### config.mk
export PLATFORM = sky130hd
export DESIGN_NAME = pipe_id
export DESIGN_NICKNAME = d
export VERILOG_FILES = /design/src/rtl/pipe_pkg.sv /design/src/rtl/regfile_p.sv /design/src/rtl/pipe_id.sv
export SDC_FILE = /design/constraint.sdc
export NUM_CORES = 2
export LEC_CHECK = 0
export CAP_MARGIN = 0
export CELL_PAD_IN_SITES_DETAIL_PLACEMENT = 1
export CELL_PAD_IN_SITES_GLOBAL_PLACEMENT = 1
export CORE_ASPECT_RATIO = 0.6
export CORE_MARGIN = 3
export CORE_UTILIZATION = 60
export CTS_BUF_LIST = sky130_fd_sc_hd__clkbuf_8
export CTS_CLUSTER_DIAMETER = 80
export DETAILED_ROUTE_END_ITERATION = 16
export DONT_BUFFER_PORTS = 1
export PLACE_DENSITY_LB_ADDON = 0.3
export SLEW_MARGIN = 30
export SYNTH_ARGS = -nofsm -noshare
export SYNTH_HDL_FRONTEND = slang
export SYNTH_SLANG_ARGS = --single-unit
### constraint.sdc
create_clock -name clock -period 4.88 [get_ports clock]
set_clock_uncertainty 0.15 [all_clocks]
set_input_delay 0.732 -clock clock [delete_from_list [all_inputs] [get_ports clock]]
set_output_delay 0.732 -clock clock [all_outputs]
set_load 0.01 [all_outputs]
### src/rtl/pipe_pkg.sv
// rtl/pipe_pkg.sv - shared field positions and control-bundle layout for the decode stage
package pipe_pkg;

  localparam int CTL_W   = 11;
  localparam int EXCTL_W = 9;

  // cu_ctl = {m2reg, wmem, shift, aluimm, wreg, sext, sst, aluc[3:0]}
  localparam int M2REG    = 10;
  localparam int WMEM     = 9;
  localparam int SHIFT    = 8;
  localparam int ALUIMM   = 7;
  localparam int WREG     = 6;
  localparam int SEXT     = 5;
  localparam int SST      = 4;
  localparam int ALUC_MSB = 3;
  localparam int ALUC_LSB = 0;

  // ex_ctl = {m2reg, wmem, shift, aluimm, wreg, aluc[3:0]}
  localparam int EX_M2REG = 8;
  localparam int EX_WREG  = 4;

  localparam int OP_HI  = 31;
  localparam int OP_LO  = 20;
  localparam int IMM_HI = 25;
  localparam int IMM_LO = 10;
  localparam int RDA_LO = 10;
  localparam int RS_LO  = 5;
  localparam int RT_LO  = 0;

  function automatic logic [EXCTL_W-1:0] ex_ctl_of(input logic [CTL_W-1:0] c);
    return {c[M2REG], c[WMEM], c[SHIFT], c[ALUIMM], c[WREG], c[ALUC_MSB:ALUC_LSB]};
  endfunction

endpackage

### src/rtl/regfile_p.sv
// rtl/regfile_p.sv - register file with r0 tied to zero and write-through read bypass
module regfile_p #(
  parameter int XLEN = 32,
  parameter int NREG = 32,
  localparam int AW  = $clog2(NREG)
) (
  input  logic            clock,
  input  logic            reset,
  input  logic            we,
  input  logic [AW-1:0]   wn,
  input  logic [XLEN-1:0] wd,
  input  logic [AW-1:0]   ra_a,
  input  logic [AW-1:0]   ra_b,
  output logic [XLEN-1:0] qa,
  output logic [XLEN-1:0] qb
);

  logic [XLEN-1:0] regs_q [NREG];
  logic [XLEN-1:0] regs_d [NREG];

  always_comb begin
    regs_d = regs_q;
    if (we && wn != '0) regs_d[wn] = wd;
    regs_d[0] = '0;
  end

  always_ff @(posedge clock or negedge reset) begin
    if (!reset) regs_q <= '{default: '0};
    else        regs_q <= regs_d;
  end

  // A write landing this cycle is visible to the reader immediately.
  assign qa = (ra_a == '0) ? '0 : (we && wn == ra_a) ? wd : regs_q[ra_a];
  assign qb = (ra_b == '0) ? '0 : (we && wn == ra_b) ? wd : regs_q[ra_b];

endmodule

### src/rtl/pipe_id.sv
// rtl/pipe_id.sv - decode stage: operand fetch, immediate, load-use interlock, ID/EX register
module pipe_id import pipe_pkg::*; #(
  parameter int XLEN    = 32,
  parameter int NREG    = 32,
  parameter int STALL_W = 16,
  localparam int AW     = $clog2(NREG)
) (
  input  logic               clock,
  input  logic               reset,
  input  logic               in_valid,
  output logic               in_ready,
  input  logic [31:0]        inst,
  output logic [11:0]        cu_op,
  input  logic [CTL_W-1:0]   cu_ctl,
  input  logic               wb_we,
  input  logic [AW-1:0]      wb_wn,
  input  logic [XLEN-1:0]    wb_data,
  input  logic               flush,
  output logic               ex_valid,
  input  logic               ex_ready,
  output logic [EXCTL_W-1:0] ex_ctl,
  output logic [XLEN-1:0]    ex_qa,
  output logic [XLEN-1:0]    ex_qb,
  output logic [XLEN-1:0]    ex_imm,
  output logic [AW-1:0]      ex_drd,
  output logic [AW-1:0]      ex_rs,
  output logic [AW-1:0]      ex_rt,
  output logic [STALL_W-1:0] stall_cnt
);

  logic [AW-1:0]      rs_idx, rt_idx, rda_idx, drd;
  logic [15:0]        imm16;
  logic [XLEN-1:0]    qa, qb, imm_ext;
  logic               hazard, adv;

  logic               ex_valid_q, ex_valid_d;
  logic [EXCTL_W-1:0] ex_ctl_q, ex_ctl_d;
  logic [XLEN-1:0]    ex_qa_q, ex_qa_d, ex_qb_q, ex_qb_d, ex_imm_q, ex_imm_d;
  logic [AW-1:0]      ex_drd_q, ex_drd_d, ex_rs_q, ex_rs_d, ex_rt_q, ex_rt_d;
  logic [STALL_W-1:0] stall_q, stall_d;

  assign cu_op   = inst[OP_HI:OP_LO];
  assign rs_idx  = inst[RS_LO +: AW];
  assign rt_idx  = inst[RT_LO +: AW];
  assign rda_idx = inst[RDA_LO +: AW];
  assign imm16   = inst[IMM_HI:IMM_LO];
  assign imm_ext = cu_ctl[SEXT] ? XLEN'($signed(imm16)) : XLEN'(imm16);
  assign drd     = cu_ctl[SST] ? rda_idx : rt_idx;

  regfile_p #(.XLEN(XLEN), .NREG(NREG)) u_rf (
    .clock (clock),
    .reset (reset),
    .we    (wb_we),
    .wn    (wb_wn),
    .wd    (wb_data),
    .ra_a  (rs_idx),
    .ra_b  (rt_idx),
    .qa    (qa),
    .qb    (qb)
  );

  // A load sitting in ID/EX cannot forward its data in time for a dependent decode.
  assign hazard   = ex_valid_q && ex_ctl_q[EX_M2REG] && ex_ctl_q[EX_WREG] && ex_drd_q != '0
                    && (ex_drd_q == rs_idx || ex_drd_q == rt_idx);
  assign adv      = !ex_valid_q || ex_ready;
  assign in_ready = adv && !hazard && !flush;

  always_comb begin
    ex_valid_d = ex_valid_q;
    ex_ctl_d   = ex_ctl_q;
    ex_qa_d    = ex_qa_q;
    ex_qb_d    = ex_qb_q;
    ex_imm_d   = ex_imm_q;
    ex_drd_d   = ex_drd_q;
    ex_rs_d    = ex_rs_q;
    ex_rt_d    = ex_rt_q;
    stall_d    = stall_q;
    if (flush) begin
      ex_valid_d = 1'b0;
    end else if (adv && in_valid && !hazard) begin
      ex_valid_d = 1'b1;
      ex_ctl_d   = ex_ctl_of(cu_ctl);
      ex_qa_d    = qa;
      ex_qb_d    = qb;
      ex_imm_d   = imm_ext;
      ex_drd_d   = drd;
      ex_rs_d    = rs_idx;
      ex_rt_d    = rt_idx;
    end else if (adv) begin
      ex_valid_d = 1'b0;
    end
    if (adv && in_valid && hazard && !flush && stall_q != '1)
      stall_d = stall_q + STALL_W'(1);
  end

  always_ff @(posedge clock or negedge reset) begin
    if (!reset) begin
      ex_valid_q <= 1'b0;
      ex_ctl_q   <= '0;
      ex_qa_q    <= '0;
      ex_qb_q    <= '0;
      ex_imm_q   <= '0;
      ex_drd_q   <= '0;
      ex_rs_q    <= '0;
      ex_rt_q    <= '0;
      stall_q    <= '0;
    end else begin
      ex_valid_q <= ex_valid_d;
      ex_ctl_q   <= ex_ctl_d;
      ex_qa_q    <= ex_qa_d;
      ex_qb_q    <= ex_qb_d;
      ex_imm_q   <= ex_imm_d;
      ex_drd_q   <= ex_drd_d;
      ex_rs_q    <= ex_rs_d;
      ex_rt_q    <= ex_rt_d;
      stall_q    <= stall_d;
    end
  end

  assign ex_valid  = ex_valid_q;
  assign ex_ctl    = ex_ctl_q;
  assign ex_qa     = ex_qa_q;
  assign ex_qb     = ex_qb_q;
  assign ex_imm    = ex_imm_q;
  assign ex_drd    = ex_drd_q;
  assign ex_rs     = ex_rs_q;
  assign ex_rt     = ex_rt_q;
  assign stall_cnt = stall_q;

endmodule

==> metrics <==
outcome finished clean; Yosys warning total 0; chip height about 250 um; slowest stage delay, CP 0.84 ns; first-pass GRT wire length 314000 um; worst hold stages 3; worst path cell trace buf_16 -> buf_16 -> buf_16 -> xor2_1 -> nor3_1 -> and4_2 -> buf_4 -> buf_4 -> nor3_1 -> o31ai_1; vias in the first global route about 44000; Placed Cells 5072; IO Pins 236; number of buffers created by CTS 165; Async SR Flop Fraction 100%; post-synthesis sequential area ratio 47.6%; startpoint class of the critical path input pin; sw frac 31.4%; critical path endpoint category flip-flop; Worst EP arrival 4.95 ns; hold crit path type in2reg; initial core utilization 60.7%; max-cap violations 0; final hold violation count 0; Synth Register Bits approximately 1100; post-CTS setup buffers 0; TritonRoute pass-1 iters 5; Bufs on Longest Clock Path 3; Tot GR Track Use 42.5%; Final Util 66.1%; met1 Use GR between 50 and 60%; critical setup path kind in2reg; total negative slack 0 ns; latest clock arrival within the worst-skew pair 0.93 ns; Synth Net Count 4229; Logic pwr share between 20% and 30%; register-to-register setup slack approximately 1.7 ns; slowest CP cell and4_2; count leader, synth dfrtp_1; row count 88; Vias 42100; Syn Inst Count 4142; worst r2r path cells 7; Synth top area share 47.6%; Reg clk slew, reported paths ~0.07 ns; top_reg_cell synth dfrtp_1; die width 409 um; Cell Pwr Density 413 nW/um2; RSZ-0062 raised after global routing no; part of the power in registers around 49%; hold path start wb_data[1]; Hold Path Sink ex_qa[1]; Starting DRT DRC Count 5839; global routing's busiest layer met2; drt drc 0; R2R Path Start ex_drd[1]; clock share of power between 30% and 40%; Root Buffer clkbuf_8; H-Tree Depth 4; share of cells above drive strength 1 46.1%; required time worst endpoint 5.56 ns; IO buf count 0; switching power 8.26 mW; actual slew at the worst max-slew pin about 1.2 ns; Netlist cell types 57; HPWL after DPL 118000 um; clk sinks 1114; Area Overhead vs Synth 8.89%; Synth top cells by count 1114 x dfrtp_1, 1110 x mux2_2, 388 x mux4_2; GRT met2 Usage 61.2%; Pint about 18 mW; final critical-path required period approximately 4.3 ns; largest net degree at the start of global routing 1115; nets@finish 4147; Die ar. 101000 um2; mean post-synth cell area 14.1 um2; Max VDD drop between 0.3 and 0.4 mV; final slew viol count 0; Vias/cell 7.66; fmax approximately 230 MHz; ratio of final minimum period to clock period slightly below 90%; Routed WL 219000 um; clock tree from TritonCTS yes; Rel. slew slack around 18%; final setup fails 0; ANT nets after route 0; leak pwr 27.8 nW; total congestion overflow 0; Layout fillers 8632; GR Layer Usage met3 14.0%; Avg WL per Cell 39.7 um; initial antenna violation count 12; ranking of synthesized cells by area dfrtp_1 48%, mux2_2 21%, mux4_2 15%; area leader, netlist dfrtp_1; core area 96500 um2; Worst path most repeated cell buf_16; reg2reg end ex_qa[9]; netlist area before placement 58500 um2; Max Fanout on Critical Path 96; Final GP Congestion 0.859; Post-synth EDFFs 0; Final Instance Count excl. Fillers 5502
-- worst max path at each step --
stage,from,end
6_report,inst[5],ex_qa[7]
5_1_grt,reset,u_rf.regs_q[16]
4_1_cts,ex_drd[1],in_ready
3_5_place_dp,inst[0],ex_qb[25]
3_3_place_gp,inst[0],ex_qb[4]
2_1_floorplan,inst[5],ex_qa[31]
-- layout make-up --
cell class | instances | area (um2) | area share (%)
well taps | 1305 | 1630 | 2.56
flip-flops and latches | 1114 | 27900 | 43.7
repair buffers | 201 | 2190 | 3.44
clock inverters | 90 | 469 | 0.736
diodes | 6 | 15.0 | 0.0236
multi-input cells | 2571 | 28700 | 45.0
clock buffers | 208 | 2860 | 4.49
inverters | 7 | 26.3 | 0.0412
-- placed cells by master (no fill, tap or decap), types with 13 or more instances in the layout --
cell / count
a221o_1: 22
a221oi_1: 47
a22oi_1: 55
buf_12: 24
buf_4: 74
clkbuf_8: 208
clkinv_2: 18
dfrtp_1: 1114
dlygate4sd3_1: 83
inv_1: 61
mux2_2: 1110
mux2i_1: 176
mux4_2: 388
nand2_1: 128
nand2_2: 16
nand3_1: 33
nor2_1: 94
nor2_4: 18
nor2b_1: 16
nor3_1: 55
nor4_1: 35
o21ai_0: 50
o221ai_1: 13
o22ai_1: 130
o31ai_1: 37
o41ai_1: 13
xnor2_1: 20
xor2_1: 15
-- flip-flops by register name, summed over array words and instances (netlist names) --
signal	flops
u_rf.regs_q	992
ex_qa	32
ex_qb	32
ex_imm	17
stall_cnt	16
ex_ctl	9
ex_drd	5
ex_rs	5
ex_rt	5
ex_valid	1
-- power groups by stage --
stage                     Combinational (mW)  Clock [mW]  Sequential (mW)
after floorplan                         4.05           0             12.1
after global placement                  4.37           0             12.6
after detailed placement                4.63           0             12.8
after CTS                               5.00        7.96             12.7
after global routing                    5.72        8.44             13.0
final                                   5.44        7.99             12.9
-- routing by layer --
layer | vias to the layer above | part of all wire (%)
met3 | 798 | 13
met5 | - | 0.060
li1 | 15700 | -
met1 | 22500 | 38
met4 | 16 | 5.8
met2 | 3166 | 43
-- cells by family (layout without fill, tap and decap cells) --
group	Yosys count	in the layout	synth area share [%]
and+or+nand+nor	451	451	3.59
muxes	1674	1674	39.3
other	0	6	0
DFF	1114	1114	47.6
AOI/OAI and AO/OA	410	410	5.10
buffers and inverters	457	506	3.85
adders and majority gates	1	1	0.0214
xor gates and xnor gates	35	35	0.524
-- what timing repair did --
item / CTS / global route
hold endpoints to repair: 2207 / 183
hold buffers: 115 / 1
gates resized for setup: 0 / 0
-- critical path: cells and delay by family --
family	cells	cell delay, ns
buffers and inverters	5	2.15
AND/OR/NAND/NOR	3	1.23
AO/OA/AOI/OAI	1	0.29
XOR/XNOR	1	0.17
-- metrics by stage --
stage	setup WS (ns)	hold WS, ns	power (mW)	cell area (um2)
6_report	0.613	0.00204	26.3	63700
5_1_grt	0.287	0.0279	27.2	63700
4_1_cts	1.10	-0.688	25.7	63500
3_5_place_dp	1.39	0.315	17.5	58800
3_3_place_gp	1.43	0.313	17.0	58700
2_1_floorplan	2.16	0.286	16.2	58500
Power figures use the tool's default switching activity.
